File: src/rtl/latch_write_scheduler.sv
// Round-robin arbiter that sequences writes from four requesters into a shared
// gated D latch bank: SETUP guard, EN_CYCLES of enable, HOLD guard with ACK.
module latch_write_scheduler #(
   parameter int unsigned WIDTH     = 8,
   parameter int unsigned EN_CYCLES = 2
) (
   input  logic                 CLK,
   input  logic                 RST,
   input  logic [3:0]           REQ,
   input  logic [4*WIDTH-1:0]   DATA,
   output logic [WIDTH-1:0]     LD,
   output logic                 LE,
   output logic [3:0]           GNT,
   output logic [3:0]           ACK,
   output logic                 BUSY
);

   localparam int unsigned NREQ = 4;
   localparam int unsigned CW   = 4;
   localparam int unsigned PW   = 2;

   typedef enum logic [1:0] {IDLE, SETUP, ENABLE, HOLD} state_t;

   state_t           state, state_nxt;
   logic [PW-1:0]    ptr, ptr_nxt;
   logic [PW-1:0]    win, win_nxt;
   logic [CW-1:0]    cnt, cnt_nxt;
   logic [WIDTH-1:0] ld_nxt;
   logic             le_nxt;
   logic [3:0]       gnt_nxt;
   logic [3:0]       ack_nxt;
   logic             busy_nxt;
   logic             found;
   logic [PW-1:0]    idx;

   // Next-state and next-output logic; every register gets its next value here
   always_comb begin
      state_nxt = state;
      ptr_nxt   = ptr;
      win_nxt   = win;
      cnt_nxt   = cnt;
      ld_nxt    = LD;
      le_nxt    = 1'b0;
      gnt_nxt   = GNT;
      ack_nxt   = '0;
      found     = 1'b0;
      idx       = '0;

      case (state)
         IDLE: begin
            gnt_nxt = '0;
            for (int k = 0; k < NREQ; k++) begin
               idx = ptr + PW'(k);
               if (!found && REQ[idx]) begin
                  found   = 1'b1;
                  win_nxt = idx;
               end
            end
            if (found) begin
               state_nxt = SETUP;
               gnt_nxt   = 4'(1) << win_nxt;
               for (int k = 0; k < NREQ; k++) begin
                  if (win_nxt == PW'(k)) ld_nxt = DATA[k*WIDTH +: WIDTH];
               end
            end
         end
         SETUP: begin
            state_nxt = ENABLE;
            le_nxt    = 1'b1;
            cnt_nxt   = CW'(EN_CYCLES - 1);
         end
         ENABLE: begin
            if (cnt == '0) begin
               state_nxt = HOLD;
               ack_nxt   = GNT;
            end else begin
               le_nxt  = 1'b1;
               cnt_nxt = cnt - CW'(1);
            end
         end
         HOLD: begin
            state_nxt = IDLE;
            gnt_nxt   = '0;
            ptr_nxt   = win + PW'(1);
         end
      endcase

      busy_nxt = (state_nxt != IDLE);
   end

   // State and output registers
   always_ff @(posedge CLK) begin
      if (RST) begin
         state <= IDLE;
         ptr   <= '0;
         win   <= '0;
         cnt   <= '0;
         LD    <= '0;
         LE    <= 1'b0;
         GNT   <= '0;
         ACK   <= '0;
         BUSY  <= 1'b0;
      end else begin
         state <= state_nxt;
         ptr   <= ptr_nxt;
         win   <= win_nxt;
         cnt   <= cnt_nxt;
         LD    <= ld_nxt;
         LE    <= le_nxt;
         GNT   <= gnt_nxt;
         ACK   <= ack_nxt;
         BUSY  <= busy_nxt;
      end
   end

endmodule

File: config.mk
export PLATFORM = sky130hd
export DESIGN_NAME = latch_write_scheduler
export DESIGN_NICKNAME = d
export VERILOG_FILES = /design/src/rtl/latch_write_scheduler.sv
export SDC_FILE = /design/constraint.sdc
export NUM_CORES = 1
export LEC_CHECK = 0
export ABC_AREA = 1
export BUFFER_PORTS_ARGS = -buffer_cell sky130_fd_sc_hd__buf_4
export CORE_AREA = 2 2 54 76
export DETAILED_ROUTE_END_ITERATION = 6
export DIE_AREA = 0 0 56 78
export PLACE_DENSITY = 0.77
export REMOVE_ABC_BUFFERS = 1
export SKIP_CTS_REPAIR_TIMING = 1
export SLEW_MARGIN = 15
export SYNTH_ARGS = -nofsm -noshare
export SYNTH_HDL_FRONTEND = slang
export SYNTH_SLANG_ARGS = --single-unit
File: constraint.sdc
create_clock -name CLK -period 2 [get_ports CLK]
set_input_delay 0.3 -clock CLK [delete_from_list [all_inputs] [get_ports CLK]]
set_output_delay 0.3 -clock CLK [all_outputs]
set_load 0.01 [all_outputs]
Word-level counts from Yosys, hierarchy flattened
Cells that the tools add are included.
{"block": "word_totals", "ff_bits": 28, "input_bits": 38, "output_inout_bits": 18, "elab_cells": 78}
{"block": "classes", "n_addsub": 5, "n_lt_le_gt_ge": 4, "n_eq_ne": 7, "n_shift": 1, "mux": 34, "n_bitwise": 2, "n_reduce_logical": 16}
{"cell": "$mux 8", "n": 4}
{"cell": "$pmux 4 s2", "n": 2}
{"cell": "$mux 2", "n": 7}
{"cell": "$mux 1", "n": 13}
{"cell": "$lt 2x3->1 const B", "n": 4}
{"cell": "$bmux 1 s2", "n": 4}
{"cell": "$eq 2x2->1 const B", "n": 4}
{"cell": "$mux 4", "n": 2}
{"cell": "$pmux 2 s4", "n": 1}
{"cell": "$reduce_bool 2->1", "n": 3}
{"cell": "$add 2x1->2 const B", "n": 2}
{"cell": "$add 2x2->2 const B", "n": 2}
{"cell": "$eq 2x1->1 const B", "n": 2}
{"cell": "$logic_not 2->1", "n": 2}
{"cell": "$logic_not 4->1", "n": 1}
{"cell": "$reduce_bool 4->1", "n": 1}
{"cell": "$shl 1x2->4 const A", "n": 1}
{"cell": "$sub 4x1->4 const B", "n": 1}
{"cell": "$logic_and 1x1->1", "n": 3}
{"cell": "$logic_not 1->1", "n": 3}
{"cell": "$reduce_and 3->1", "n": 1}
{"cell": "$reduce_or 3->1", "n": 1}
{"cell": "$ne 2x2->1 const B", "n": 1}
{"cell": "$not 1->1", "n": 2}
{"cell": "other kinds (2)", "n": 2}

Depth between registers and ports, before layout
{"block": "logic_depth", "word_depth": 21, "mapped_depth": 18, "depth_no_buf": 17}

Worst setup path after synthesis
Ideal clock, no wire load.
{"block": "synth_path", "path_type": "flip-flop to flip-flop", "startpoint": "reg ptr[0]", "endpoint": "reg LD[0]", "t_arrival_ps": 1657, "required_time_ps": 1860, "path_slack_ps": 203, "stages_incl_launch_ff": 16, "period_less_slack_ps": 1797, "path_cell_list": "dfxtp_1 buf_6 nand2_1 nand3_1 nand2_2 nor2_4 nand3_2 nand2_1 inv_1 a21oi_2 buf_4 nand2_4 nand3_1 nand2_1 nand2_1 a21oi_2"}
{"block": "synth_via", "elab_chain_len": 20, "elab_cells_between_ends": 39, "classes_between": "add/sub (3); eq/ne (3); mux (24); reduce/logical (9)"}
{"element": "from (decl)", "line": "25", "text": "logic [PW-1:0] ptr, ptr_nxt;"}
{"element": "from (signal assigned)", "line": "105", "text": "ptr <= ptr_nxt;"}
{"element": "$bmux 1 s2", "line": "54", "text": "if (!found && REQ[idx]) begin"}
{"element": "$mux 1 (not written as such)", "line": "54"}
{"element": "$mux 1", "line": "54"}
{"element": "$mux 1", "line": "49", "text": "case (state)"}
{"element": "$logic_not 1->1", "line": "54"}
{"element": "$logic_and 1x1->1", "line": "54"}
{"element": "$mux 1", "line": "54"}
{"element": "$mux 1", "line": "49"}
{"element": "[2 not listed]"}
{"element": "$mux 1", "line": "54"}
{"element": "$mux 1", "line": "49"}
{"element": "$logic_not 1->1", "line": "54"}
{"element": "$logic_and 1x1->1", "line": "54"}
{"element": "$mux 2", "line": "54"}
{"element": "$mux 2", "line": "49"}
{"element": "$eq 2x1->1", "line": "63", "text": "if (win_nxt == PW'(k)) ld_nxt = DATA[k*WIDTH +: WIDTH];"}
{"element": "$mux 8 (3 in series)", "line": "63"}
{"element": "to (signal assigned)", "line": "108", "text": "LD <= ld_nxt;"}
{"element": "to (decl)", "line": "11", "text": "output logic [WIDTH-1:0] LD,"}
Parallel ways exist; a longest one is shown, timed or not. The select of a mux whose other input is x is not followed.
A chain may end at the register's enable or synchronous reset.

Worst setup path after layout
Ends and elaborated chain as after synthesis.

==> PnR_summary.wiki <==
{| class="wikitable"
! Metric !! Value
|-
| Outcome || finished, violations left
|-
| Failing checks || setup timing
|-
| Remaining DRCs || 0
|-
| Static leakage || 1.40 nW
|-
| RSZ-0062 raised after global routing || true
|-
| Most used cell, CP || nand2_2
|-
| Worst Hold Slack || 329 ps
|-
| Number of nets in the layout || 397
|-
| Cell-by-cell trace of the critical path || buf_12, nand2_2, nand2_2, nand2_2, nand2_4, nor2_4, nand3_4, nand2_2, inv_2, a21oi_4, buf_6, nand2_8, nand3_2, nand2_2, nand2_2, a21oi_2
|-
| Internal || 0.00229 W
|-
| Post-layout min period || 2090 ps
|-
| Class of the most critical setup path || reg -> reg
|-
| Total gr overflow || 0
|-
| Number of clock buffers inserted by TritonCTS || 3
|-
| Peak VDD IR || 1.07 mV
|-
| Total track usage || 21.2%
|-
| Final clock period utilization by the worst path || 104%
|-
| Routability cong. || 0.884
|-
| Top Family by Delay on Critical Path || simple AND/OR/NAND/NOR gates
|-
| Clock-pin transition on the worst setup and hold timing paths || 100 ps
|-
| Drt first-iter violations || 49
|-
| Root Buffer || clkbuf_8
|-
| Die area || 4370 sq um
|-
| Ratio of cells with drive above 1 in the final layout || 42.3%
|-
| Required @ worst endpoint || 2170 ps
|-
| Maximum clock frequency || 479 MHz
|-
| Count of yosys warnings during synthesis || 0
|-
| Sw Ratio || 47.7%
|-
| Ant. Diodes || 0
|-
| Average vias per placed instance || 5.08
|-
| Number of clock sinks || 28
|-
| Pin count of the biggest net entering global routing || 17
|-
| Slew headroom || 82.0%
|-
| Die extent in x || 56 microns
|-
| Worst hold-check path type || in -> reg
|-
| Detailed-route wire length per cell || 12.9 microns
|-
| Largest clock skew in the final design || 2.27 ps
|-
| Maximum cell stage delay along the critical path || 390 ps
|-
| Antenna Violating Nets Remaining || 0
|-
| Area share of the largest cell type after synthesis || 31.1%
|-
| Placement Setup Slack || -52.8 ps
|-
| Vertical die dimension || 78 microns
|-
| Layout filler cell count || 272
|-
| Total I/O pin count || 56
|-
| Final-report max-slew violation count || 0
|-
| FP Rows || 26
|-
| Post-detail-place hpwl || 3440 microns
|-
| Biggest fanout along the worst timing path || 6
|-
| Clock network fraction of total power || 10.2%
|-
| Wire length of the first global-routing pass || 7670 microns
|-
| Clock tree from TritonCTS || built
|-
| DRT Pass-1 Iters || 6
|-
| Power density over the cells || 1610 nW/um^2
|-
| Final hold violations || 0
|-
| Kind of start point of the critical path || register
|-
| Post-synthesis average cell area || 6.46 sq um
|-
| Number of global-route vias before repair || 1842
|-
| Top cell type by total area after synthesis || dfxtp_1
|-
| Number of maximum-capacitance constraint violations || 0
|-
| Endpoints failing setup || 9
|-
| Layout overhead on the synthesized area || 50.8%
|-
| Synth unique cells || 31
|-
| Dominant cells by area after synthesis || dfxtp_1 31%, nand2_1 17%, inv_1 11%
|-
| Slew at the pin closest to its max-slew limit || 267 ps
|-
| Fraction of power consumed by sequential logic || 19.6%
|-
| Maximum buffer depth of the clock tree || 2
|-
| Worst Setup Slack, final || -88.9 ps
|-
| Clock latency of the later-clocked register in the worst-skew pair || 270 ps
|-
| Overall power consumption || 0.00438 W
|-
| Worst Setup End Kind || register
|-
| Post-synthesis sequential area ratio || 31.1%
|-
| Total number of vias || 2001
|-
| Netlist area before placement || 1800 sq um
|-
| Logic gate share of total power || 70.3%
|-
| Post-detailed-routing wire length || 5100 microns
|-
| Placeable Area || 3640 sq um
|-
| Antenna violations before repair || 0
|-
| Sum of buffers and inverters on the critical path || 3
|-
| Slowest cell on the critical path || dfxtp_4
|-
| Synthesis-stage register bit count || 28
|-
| Count of input and output buffers || 55
|-
| CP Data Arrival Time || 2260 ps
|-
| CTS H-tree lvls || 1
|-
| Initial Util || 49.5%
|-
| Switch Pwr || 0.00209 W
|-
| Mapped Cells || 279
|}
[area by class of cell]
type,count,area [sq um],area share [%]
clock buffers,3,41.3,1.52
multi-input cells,190,1200,44.2
flip-flops and latches,28,566,20.8
clock inverters,1,30.0,1.10
repair buffers,73,609,22.4
well taps,42,52.6,1.93
inverters,57,219,8.06
[state kept, by name (all words and copies together), names as in the netlist]
signal  flops
LE          1
BUSY        1
state       2
cnt         4
ACK         4
ptr         2
win         2
LD          8
GNT         4
[metal layers]
metal	share of wire, %	vias to the layer above	global-route usage, %
met1	39	889	24.5
met3	4.7	12	2.33
met5	0	-	0
met4	1.7	0	5.95
met2	54	78	40.2
li1	-	1022	-
[through the flow]
step,setup TNS (ps),area [sq um],cells,util [%]
6_report,-645,2720,394,74.6
5_1_grt,-1410,2720,394,74.6
4_1_cts,-706,2410,387,66.2
3_5_place_dp,-309,2340,383,64.2
3_3_place_gp,0,2340,383,64.2
2_1_floorplan,-1000,1760,274,-
[power by group through the flow]
| stage | clock network (W) | registers, W | logic, W |
|---|---|---|---|
| 6_report | 0.000445 | 0.000858 | 0.00308 |
| 5_1_grt | 0.000478 | 0.000882 | 0.00337 |
| 4_1_cts | 0.000450 | 0.000849 | 0.00239 |
| 3_5_place_dp | 0 | 0.000858 | 0.00237 |
| 3_3_place_gp | 0 | 0.000853 | 0.00235 |
| 2_1_floorplan | 0 | 0.000890 | 0.00151 |
[worst register-to-register path, stage by stage, from the launching register on]
cell     delay, ps
dfxtp_4        390
buf_12         140
nand2_2         50
nand2_2         70
nand2_2        100
nand2_4         80
nor2_4         160
nand3_4        130
nand2_2        100
inv_2           50
a21oi_4        210
buf_6          180
nand2_8         80
nand3_2         80
nand2_2         50
nand2_2         80
a21oi_2         50
[synthesized netlist by cell type, drive strengths merged]
master / n
inv: 57
a21oi: 14
a211oi: 1
nand4: 3
clkbuf: 1
nand3: 27
nor2: 11
nand3b: 1
o21ai: 26
buf: 4
o22ai: 3
nand2: 90
ha: 6
o21a: 1
xor2: 2
o32ai: 1
o211ai: 1
dfxtp: 28
nor3: 2
[worst paths after layout]
check	from	end	slack, ps	cells past startpoint
hold / removal	RST	LD[1]	330	2
setup reg to reg	ptr[0]	LD[0]	-90	16
hold reg to reg	GNT[3]	ACK[3]	470	2
setup / recovery	ptr[0]	LD[0]	-90	16
[cells in the final DEF, fill, tap and decap left out, types with 2 or more instances in the layout]
| cell type | n |
|---|---|
| buf_4 | 67 |
| nand2_1 | 52 |
| inv_1 | 51 |
| nand2_2 | 28 |
| dfxtp_1 | 26 |
| nand3_1 | 16 |
| o21ai_0 | 15 |
| nand3_2 | 10 |
| nand2_4 | 9 |
| o21ai_1 | 9 |
| nor2_1 | 9 |
| a21oi_2 | 8 |
| ha_1 | 6 |
| a21oi_1 | 5 |
| inv_2 | 4 |
| nand4_1 | 3 |
| clkbuf_8 | 3 |
| nor3_1 | 2 |
| inv_4 | 2 |
| nor2_4 | 2 |
| o21ai_2 | 2 |
| nand2_8 | 2 |
| o22ai_1 | 2 |
| xor2_1 | 2 |
| clkbuf_16 | 2 |
| buf_12 | 2 |
[cells by family after synthesis]
group / share of synthesized area [%]
simple gates: 33.6
buf+inv: 14.4
compound gates: 15.8
flops: 31.1
fa+ha+maj: 4.17
xor+xnor: 0.972
Note: power is estimated with default switching activity, not from simulation.
